File: src/rtl/alu_seq_ctrl.sv
// Operand/opcode sequencer for the Basys3 ALU: loads op1, op2, opcode from switches
// on button presses, drives a combinational ALU and captures its result and carry.
module alu_seq_ctrl #(
   parameter int NB_DATA   = 8,
   parameter int NB_OPCODE = 6,
   parameter int NB_SYNC   = 2
) (
   input  logic                 i_clk,
   input  logic                 i_reset,
   input  logic [NB_DATA-1:0]   i_sw,
   input  logic                 i_btn_op1,
   input  logic                 i_btn_op2,
   input  logic                 i_btn_opcode,
   input  logic                 i_btn_clear,
   output logic [NB_DATA-1:0]   o_op_1,
   output logic [NB_DATA-1:0]   o_op_2,
   output logic [NB_OPCODE-1:0] o_opcode,
   input  logic [NB_DATA-1:0]   i_alu_result,
   input  logic                 i_alu_carry,
   output logic [NB_DATA-1:0]   o_result,
   output logic                 o_carry,
   output logic                 o_valid,
   output logic [2:0]           o_state,
   output logic                 o_seq_err
);

   typedef enum logic [2:0] {
      S_WAIT_A  = 3'd0,
      S_WAIT_B  = 3'd1,
      S_WAIT_OP = 3'd2,
      S_EXEC    = 3'd3,
      S_DONE    = 3'd4
   } state_t;

   localparam int NB_BTN = 4;  // index order is also the priority order

   // Async assert, sync release of the internal reset.
   logic [1:0] rst_meta;
   logic       rst;

   always_ff @(posedge i_clk or posedge i_reset) begin
      if (i_reset) rst_meta <= 2'b11;
      else         rst_meta <= {rst_meta[0], 1'b0};
   end
   assign rst = rst_meta[1];

   logic [NB_BTN-1:0]              btn_raw;
   logic [NB_BTN-1:0][NB_SYNC-1:0] sync_q;
   logic [NB_BTN-1:0]              edge_q;
   logic [NB_BTN-1:0]              armed;
   logic [NB_SYNC-1:0]             fill;
   logic [NB_BTN-1:0]              pulse;
   logic [NB_BTN-1:0]              sel;

   assign btn_raw = {i_btn_opcode, i_btn_op2, i_btn_op1, i_btn_clear};

   // A button is armed only after its synchronized level has been seen low once
   // with real samples, so a button held through reset release is ignored.
   always_ff @(posedge i_clk or posedge rst) begin
      if (rst) begin
         sync_q <= '0;
         edge_q <= '0;
         armed  <= '0;
         fill   <= '0;
      end else begin
         fill <= {fill[NB_SYNC-2:0], 1'b1};
         for (int i = 0; i < NB_BTN; i++) begin
            sync_q[i] <= {sync_q[i][NB_SYNC-2:0], btn_raw[i]};
            edge_q[i] <= sync_q[i][NB_SYNC-1];
            if (fill[NB_SYNC-1] && !sync_q[i][NB_SYNC-1]) armed[i] <= 1'b1;
         end
      end
   end

   always_comb begin
      for (int i = 0; i < NB_BTN; i++)
         pulse[i] = sync_q[i][NB_SYNC-1] & ~edge_q[i] & armed[i];
   end

   // Keep only the lowest-index (highest-priority) pulse.
   assign sel = pulse & (~pulse + 4'd1);

   state_t state, state_next;
   logic   ld_op1, ld_op2, ld_opc, capture, clr, inval, err;

   always_ff @(posedge i_clk or posedge rst) begin
      if (rst) state <= S_WAIT_A;
      else     state <= state_next;
   end

   always_comb begin
      state_next = state;
      ld_op1     = 1'b0;
      ld_op2     = 1'b0;
      ld_opc     = 1'b0;
      capture    = 1'b0;
      clr        = 1'b0;
      inval      = 1'b0;
      err        = 1'b0;
      if (state != S_EXEC && sel[0]) begin
         clr        = 1'b1;
         state_next = S_WAIT_A;
      end else begin
         case (state)
            S_WAIT_A: begin
               if (sel[1]) begin
                  ld_op1     = 1'b1;
                  state_next = S_WAIT_B;
               end else if (|sel) err = 1'b1;
            end
            S_WAIT_B: begin
               if (sel[1]) ld_op1 = 1'b1;
               else if (sel[2]) begin
                  ld_op2     = 1'b1;
                  state_next = S_WAIT_OP;
               end else if (|sel) err = 1'b1;
            end
            S_WAIT_OP: begin
               if (sel[3]) begin
                  ld_opc     = 1'b1;
                  state_next = S_EXEC;
               end else if (|sel) err = 1'b1;
            end
            S_EXEC: begin
               capture    = 1'b1;
               state_next = S_DONE;
            end
            S_DONE: begin
               if (sel[1]) begin
                  ld_op1     = 1'b1;
                  inval      = 1'b1;
                  state_next = S_WAIT_B;
               end else if (sel[3]) begin
                  ld_opc     = 1'b1;
                  inval      = 1'b1;
                  state_next = S_EXEC;
               end else if (|sel) err = 1'b1;
            end
            default: state_next = S_WAIT_A;
         endcase
      end
   end

   always_ff @(posedge i_clk or posedge rst) begin
      if (rst) begin
         o_op_1    <= '0;
         o_op_2    <= '0;
         o_opcode  <= '0;
         o_result  <= '0;
         o_carry   <= 1'b0;
         o_valid   <= 1'b0;
         o_seq_err <= 1'b0;
      end else begin
         o_seq_err <= err;
         if (clr) begin
            o_op_1   <= '0;
            o_op_2   <= '0;
            o_opcode <= '0;
            o_result <= '0;
            o_carry  <= 1'b0;
            o_valid  <= 1'b0;
         end else begin
            if (ld_op1) o_op_1   <= i_sw;
            if (ld_op2) o_op_2   <= i_sw;
            if (ld_opc) o_opcode <= i_sw[NB_OPCODE-1:0];
            if (inval)  o_valid  <= 1'b0;
            if (capture) begin
               o_result <= i_alu_result;
               o_carry  <= i_alu_carry;
               o_valid  <= 1'b1;
            end
         end
      end
   end

   assign o_state = state;

endmodule

File: config.mk
export PLATFORM = sky130hd
export DESIGN_NAME = alu_seq_ctrl
export DESIGN_NICKNAME = d
export VERILOG_FILES = /design/src/rtl/alu_seq_ctrl.sv
export SDC_FILE = /design/constraint.sdc
export NUM_CORES = 1
export LEC_CHECK = 0
export ABC_CLOCK_PERIOD_IN_PS = 2800
export CAP_MARGIN = 20
export CORE_MARGIN = 2
export CORE_UTILIZATION = 51
export DETAILED_ROUTE_END_ITERATION = 6
export PLACE_DENSITY = 0.87
export REMOVE_ABC_BUFFERS = 1
export SLEW_MARGIN = 10
export SYNTH_ARGS = -nofsm -noshare
export SYNTH_HDL_FRONTEND = slang
export SYNTH_SLANG_ARGS = --single-unit
File: constraint.sdc
create_clock -name i_clk -period 2.8 [get_ports i_clk]
set_clock_uncertainty 0.05 [all_clocks]
set_input_delay 0.56 -clock i_clk [delete_from_list [all_inputs] [get_ports i_clk]]
set_output_delay 0.56 -clock i_clk [all_outputs]
set_load 0.03 [all_outputs]
==> results of run 1 <==
-- power breakdown --
part	internal (mW)	total [mW]	switching (mW)	leakage, nW
Clock	0.178	0.429	0.251	0.0414
Combinational	0.225	0.542	0.317	0.520
Sequential	0.886	0.951	0.0656	0.711
Total	1.29	1.92	0.633	1.27
-- cells by family after synthesis --
group	Yosys count	synth area share (%)
buf+inv	17	3.56
flops	56	62.4
simple gates	53	12.9
compound gates	57	17.2
other cells	2	0.334
mux	8	3.56
-- how the worst min path moves through the flow --
stage / start / to / slack [ns]
finish: rst_meta[1] / o_result[4] / 0.27
global route: sync_q[4] / sync_q[5] / 0.32
CTS: sync_q[0] / sync_q[1] / 0.31
detailed placement: sync_q[6] / sync_q[7] / 0.29
global placement: fill[0] / fill[1] / 0.28
floorplan: fill[0] / fill[1] / 0.28
-- registers in the layout, summed over array words and instances, names as in the netlist --
| register | flops |
|---|---|
| o_op_1 | 8 |
| o_op_2 | 8 |
| o_result | 8 |
| sync_q | 8 |
| o_opcode | 6 |
| armed | 4 |
| edge_q | 4 |
| o_state | 3 |
| fill | 2 |
| rst_meta | 2 |
| o_carry | 1 |
| o_seq_err | 1 |
| o_valid | 1 |
-- per-layer routing --
| metal | GRT usage, % | up-vias | wire, um |
|---|---|---|---|
| met3 | 5.63 | 9 | 319 |
| met1 | 29.3 | 804 | 2030 |
| li1 | - | 801 | - |
| met5 | 0 | - | 0 |
| met4 | 8.12 | 0 | 89 |
| met2 | 28.8 | 63 | 2170 |
-- stage by stage --
step | cell area (sq um) | cells | total power [mW] | setup WS, ns | util, %
CTS | 2950 | 303 | 1.93 | 0.550 | 68.6
global route | 2970 | 304 | 2.01 | 0.487 | 69.1
global placement | 2860 | 295 | 1.49 | 0.871 | 66.5
floorplan | 2200 | 183 | 1.28 | 0.700 | -
finish | 2970 | 304 | 1.92 | 0.545 | 69.1
detailed placement | 2860 | 295 | 1.51 | 0.784 | 66.5
-- layout by cell type (no fill, tap or decap) --
cell and count:
nor3_2 1, a211o_1 1, a22oi_2 1, clkinvlp_4 1, nand3b_1 4, clkinv_4 1
a22o_1 9, nor4_2 1, o21ai_0 1, nand2_1 4, inv_2 2, a221oi_1 1
a32oi_1 1, buf_4 2, o21ba_1 1, a211oi_1 1, inv_1 5, nor3_1 2
nand2b_1 4, a311oi_1 1, nor2_1 15, dfrtp_1 54, nand3_1 15, clkbuf_8 5
a2111oi_4 1, o21ai_1 15, buf_12 1, and3_1 1, a31o_1 1, a21o_1 5
clkdlybuf4s50_1 58, or3_1 1, a21oi_1 18, clkbuf_1 1, and3b_1 3, nor4_1 1
mux2i_1 8, or4_4 1, dfstp_2 2, conb_1 2
-- cell type report --
class	instances	area share, %
clock inverter	2	0.549
tap	52	2.19
sequential	56	47.3
multi-input combinational	120	25.8
clock buffer	6	2.45
timing repair buffer	61	20.8
inverter	7	0.886
==> summary.md, run 1 <==
The flow ran to the end, and the final reports show no timing, DRC or antenna violations. The family of cells with the greatest summed delay on the critical path is buffers and inverters. The number of buffers and inverters on the critical path was 1.

Global routing used 20.2% of the available tracks across all layers. IR analysis of the VDD net gives a maximum drop of 338 uV. The run gives 0 ns as the post-route setup TNS. The maximum net fanout on the critical path works out to 10. dfrtp_1 is the most common cell in the netlist. For the total of max-cap violations, the log shows 0.

The number of post-CTS setup repair buffers is 0, and the endpoint arrival time on the critical path is 1.64 ns. Share of async-settable or async-resettable flops after synthesis: 100%. STA classifies the critical path startpoint as a flop. The number of antenna diodes in the final layout is 0. The relative max-transition margin is 47.0%.

For this design the ratio of total power to cell area is 648 nW/um^2. The number of failing setup endpoints in the final timing report was 0. The die is 70.4 um wide. Each instance of the synthesized netlist takes up on average 11.7 sq um. The tools report the capture point of the worst reg-to-reg path as o_op_1[3]. Once detailed placement completed, the half-perimeter wirelength came to 3.35 mm. The top cell type by total area after synthesis was dfrtp_1. In this run the tool buffered the top-level ports with 58 buffer cells. The clock-pin transition on the worst setup and hold timing paths is 0.10 ns, and the required time at the worst-slack endpoint is 2.19 ns. Before antenna repair, the detailed router went through 4 iterations. The number of sinks driven by the clock tree came out at 56. The run gives 36 as the number of library cell types mapped by synthesis. The type of destination of the critical path was an output pin. The setup path with the least slack is of type reg2out.

The post-detailed-route via-to-cell ratio is 5.52, and the area of the core is 4290 sq um. In the routed design, unresolved DRC markers number 0. The run gives 0 as the count of final max-slew check failures. In this run the worst hold path is classified as reg2async.

The number of enable flip-flop cells after synthesis is 0, and the share of the synthesized area in the top cell type is 60.1%. The worst reg2reg path depth was 4. Cells with a size suffix above 1 make up 7.54% of the layout.

The tightest hold path in the finished design has a slack of 0.267 ns. Start point of the critical path: o_state[1]. The path length in cells of the critical path works out to 1. Average wire length per cell after detail routing: 15.2 um. TritonCTS built the clock tree. Walking the worst path, the cells encountered are clkdlybuf4s50_1. The run gives 0 as the initial antenna violation count. Timing would allow up to 443 MHz. The worst path needs 2.25 ns of the cycle, external delays included.

The tools report the final number of hold-violating endpoints as 0. Ranked by instance count, the synthesized netlist is headed by dfrtp_1, a21oi_1, nand3_1, nor2_1, o21ai_1. Row generation in the floorplan step produced 24 rows. Setup slack on the worst reg-to-reg path comes out at 0.80 ns. The area growth from synthesis to layout is 31.8%. In the final design database the tool counted 274 nets. After layout, the worst path uses 80.5% of the clock period. The synthesized design contains 56 register bits. Part of the Yosys area used for sequential elements: 62.4%.

For this design the top-level I/O count stands at 59. The logs give 1.27 nW for the leakage power and 0 for the remaining number of nets flagged by the antenna check after routing. Yosys attributes the largest share of cell area to dfrtp_1, a21oi_1, mux2i_1, a22o_1, nand3_1. The final layout contains routed wiring with a total length of 4.61 mm.

Registers take 1400 sq um. The area enclosed by the die boundary was 4960 sq um; the maximum single-stage delay on the critical path was 0.75 ns. The H-tree was split into 2 levels. No sink is reached through more buffers than the 2 on the longest clock path. At the pin with the least slew margin, the transition time is 0.795 ns. Entering global routing, the biggest net connects 55 pins. The detailed router finished its first iteration with 118 violations. The tools report the source of the worst register-to-register timing path as sync_q[1]. Setup repair after global routing left no endpoint under its margin.

Following the worst setup path forward leads to its endpoint at o_state[1]. The die height is 70.4 um, and the total number of yosys warnings is 0. The initial utilization of the core area, before any placement, comes to 52.4%. The number of buffers added by the clock tree synthesis step was 5. The slowest stage of the critical path is the clkdlybuf4s50_1 cell.

The run gives 766 sq um as the area of the multi-input gates. The commonest register cell after synthesis was dfrtp_1. Fill cells in the final layout number 328. The synthesized netlist occupies a cell area of 2250 sq um.

The run gives 0.31 ns as the clock latency at the later pin of the worst-skew pair. The logs give 0 for the hold-fix buffer count after cts and 193 for the count of mapped cells out of synthesis. The run gives 1621 as the via count of the first global-routing pass. CTS placed an instance of clkbuf_8 at the clock tree root. The run gives 0 as the remaining global-route overflow.

The number of gates resized after CTS was 0. For the via count, the log shows 1677. The first global-routing pass estimated 7.76 mm of wire.

The placer congestion estimate is 0.896.
No activity file was read; power rests on OpenSTA's default activity.
==> run 2, diff against run 1 <==
--- a/config.mk
+++ b/config.mk
@@ -5,12 +5,12 @@
 export SDC_FILE = /design/constraint.sdc
 export NUM_CORES = 1
 export LEC_CHECK = 0
-export ABC_CLOCK_PERIOD_IN_PS = 2800
+export ABC_CLOCK_PERIOD_IN_PS = 1900
 export CAP_MARGIN = 20
 export CORE_MARGIN = 2
-export CORE_UTILIZATION = 51
+export CORE_UTILIZATION = 43
 export DETAILED_ROUTE_END_ITERATION = 6
-export PLACE_DENSITY = 0.87
+export PLACE_DENSITY = 0.79
 export REMOVE_ABC_BUFFERS = 1
 export SLEW_MARGIN = 10
 export SYNTH_ARGS = -nofsm -noshare
==> constraint.sdc (replaced) <==
create_clock -name i_clk -period 1.9 [get_ports i_clk]
set_clock_uncertainty 0.05 [all_clocks]
set_input_delay 0.38 -clock i_clk [delete_from_list [all_inputs] [get_ports i_clk]]
set_output_delay 0.38 -clock i_clk [all_outputs]
set_load 0.03 [all_outputs]
==> summary.md, run 2 (same netlist as run 1, synthesis figures left out) <==
Total track usage: 18.1% (was 20.2%). The tools report the source of the worst register-to-register timing path as armed[0] (was sync_q[1]). Dividing the final minimum period by the clock period gives 95.8%. The run gives 283 (was 274) as the number of nets at the end of the flow. The number of resized instances in the post-cts repair step was 2 (was 0).

The flow ran to the end, and the final reports show no timing, DRC or antenna violations. The leakage power is 1.34 nW (was 1.27 nW), and the number of remaining DRC errors is 0 (unchanged). The number of sinks driven by the clock tree is 56 (unchanged). The path length in cells of the critical path is 4 (was 1), and the first-pass GRT wire length is 8.45 mm (was 7.76 mm). The proportion of power drawn by flip-flops and latches came out at 47.1% (was 49.5%).

The die height is 76.3 um (was 70.4 um). The run gives 5070 sq um (was 4290 sq um) as the area of the core. The logs give 29.7% (was 28.2%) for the part of the power in combinational logic and 2.93 mW (was 1.92 mW) for the total power consumption of the routed design. The time the final worst path needs with I/O delays and setup is 1.82 ns, and the placer congestion estimate is 0.834 (was 0.896). The type of the most critical hold path is reg2async (unchanged). The remaining number of nets flagged by the antenna check after routing is 0 (unchanged). Die outline width: 76.3 um (was 70.4 um).

The maximum achievable frequency is 549 MHz, and the total of max-cap violations is 0 (unchanged). The cell with the largest stage delay on the worst path was or4_4 (was clkdlybuf4s50_1). Setup repair after global routing left no endpoint under its margin. The initial antenna violation count was 0 (unchanged); the largest voltage drop on the vdd net was 461 uV (was 338 uV). The switching power of the nets is 963 uW (was 633 uW). The start point of the critical path is armed[0] (was o_state[1]). The H-tree depth was 2 (unchanged); the number of buffers and inverters on the critical path was 0 (was 1). For the maximum root-to-sink buffer count, the log shows 2 (unchanged). Crit path cell chain: and3b_1, or4_4, a211o_1, a22oi_2 (was clkdlybuf4s50_1). The estimated wirelength of the detail-placed design was 3.62 mm (was 3.35 mm). Clock-pin transition on the worst setup and hold timing paths: 0.10 ns (about the same). Type of the setup path with the least slack: reg2reg (was reg2out). The run gives 23.3% (was 22.3%) as the clock share of power.

For the number of failing setup endpoints in the final timing report, the log shows 0 (unchanged). The worst reg2reg path depth was 4 (unchanged); the first-iteration detailed-routing DRC count was 136 (was 118). The ratio of cells with drive above 1 in the final layout works out to 11.9% (was 7.54%).

The switching share of power came out at 32.9% (about the same). The tools report the area enclosed by the die boundary as 5830 sq um (was 4960 sq um). The maximum single-stage delay on the critical path is 0.56 ns (was 0.75 ns).

The worst setup path endpoint was o_state[0] (was o_state[1]). The leading cell type in the layout, fill and taps excluded is clkdlybuf4s50_1 (unchanged). The final wirelength was 4.92 mm (was 4.61 mm). The clock latency at the later pin of the worst-skew pair was 0.31 ns (about the same). The number of iterations in the first detailed-routing pass was 5 (was 4); the required time at the worst-slack endpoint was 2.08 ns (was 2.19 ns). The pin count of the biggest net entering global routing is 31 (was 55), and the floorplan row count is 26 (was 24). TritonCTS built the clock tree. The remaining global-route overflow is 0 (unchanged). Top library cells by usage in the layout, fill and taps aside: clkdlybuf4s50_1, dfrtp_1, a21oi_1 (unchanged). The run gives 59 (unchanged) as the number of top-level pins.

Via count: 1763 (was 1677). The final antenna diode count was 0 (unchanged). The type of destination of the critical path was a flop (was an output pin). Count of final max-slew check failures: 0 (unchanged). Root buffer cell: clkbuf_8 (unchanged). The tools report the setup slack of the critical path after layout as 0.0797 ns (was 0.545 ns). The setup slack on the worst flop-to-flop path was 0.08 ns (was 0.80 ns). For the number of buffers added by the clock tree synthesis step, the log shows 5 (unchanged). The area added between synthesis and finish is 36.4% (was 31.8%). The maximum net fanout on the critical path is 8 (was 10). The post-detailed-route via-to-cell ratio works out to 5.33 (was 5.52). Initial cell density of the core: 44.3% (was 52.4%). The hold-fix buffer count after cts is 0 (unchanged), and the number of I/O port buffers is 58 (unchanged). The tools report the endpoint arrival time on the critical path as 2.00 ns (was 1.64 ns).

Power density over cell area: 955 nW/um^2 (was 648 nW/um^2). The family of cells with the greatest summed delay on the critical path is simple AND/OR/NAND/NOR gates (was buffers and inverters). The average wire length per cell after detail routing works out to 14.9 um (was 15.2 um). Final number of hold-violating endpoints: 0 (unchanged).

The number of post-CTS setup repair buffers is 0 (unchanged), and the via count of the first global-routing pass is 1735 (was 1621). The capture point of the worst reg-to-reg path was o_state[0] (was o_op_1[3]). Startpoint type of the worst setup path: a flop (unchanged). The internal cell power is 1.97 mW (was 1.29 mW), and the worst slack at placement is 0.0911 ns (was 0.784 ns).
run 2: how the worst min path moves through the flow:
stage | startpoint | to | slack [ns] | depth (start not counted)
floorplan | i_reset | rst_meta[0] | 0.24 | 1
global placement | rst_meta[1] | o_op_1[7] | 0.26 | 2
detailed placement | rst_meta[1] | o_op_1[7] | 0.26 | 2
CTS | rst_meta[1] | o_op_1[7] | 0.27 | 2
global route | rst_meta[1] | o_op_1[6] | 0.30 | 2
finish | rst_meta[1] | o_op_2[5] | 0.25 | 2
run 2: worst min-delay path: stages, from the launching register on:
cell	delay [ns]
dfstp_2	0.38
inv_2	0.04
buf_4	0.29
run 2: through the flow:
| stage | cell area [sq um] | hold slack, ns | setup TNS (ns) | util [%] | std cells |
|---|---|---|---|---|---|
| after floorplan | 2200 | 0.242 | -4.64 | - | 183 |
| after global placement | 2970 | 0.256 | 0 | 58.5 | 323 |
| after detailed placement | 2970 | 0.264 | 0 | 58.5 | 323 |
| after CTS | 3060 | 0.274 | 0 | 60.3 | 331 |
| after global routing | 3070 | 0.301 | 0 | 60.5 | 331 |
| final | 3070 | 0.254 | 0 | 60.5 | 331 |
run 2: layout make-up:
cell class	count	area (sq um)
flip-flops and latches	56	1400
repair buffers	70	681
fillers	449	2010
clock inverters	2	13.8
multi-input cells	120	773
inverters	7	26.3
well taps	70	87.6
clock buffers	6	82.6
run 2: metal layers:
metal  up-vias  track usage [%]  wire [um]
met5         -                0          0
met3         7             5.09        372
li1        823                -          -
met4         0             5.64         65
met2        74             28.6       2410
met1       859             24.4       2060
run 2: power by group through the flow:
stage | Clock, mW | Sequential, mW | Combinational [mW]
floorplan | 0 | 1.60 | 0.282
global placement | 0 | 1.40 | 0.852
detailed placement | 0 | 1.40 | 0.869
CTS | 0.703 | 1.38 | 0.866
global route | 0.754 | 1.40 | 0.930
finish | 0.682 | 1.38 | 0.869
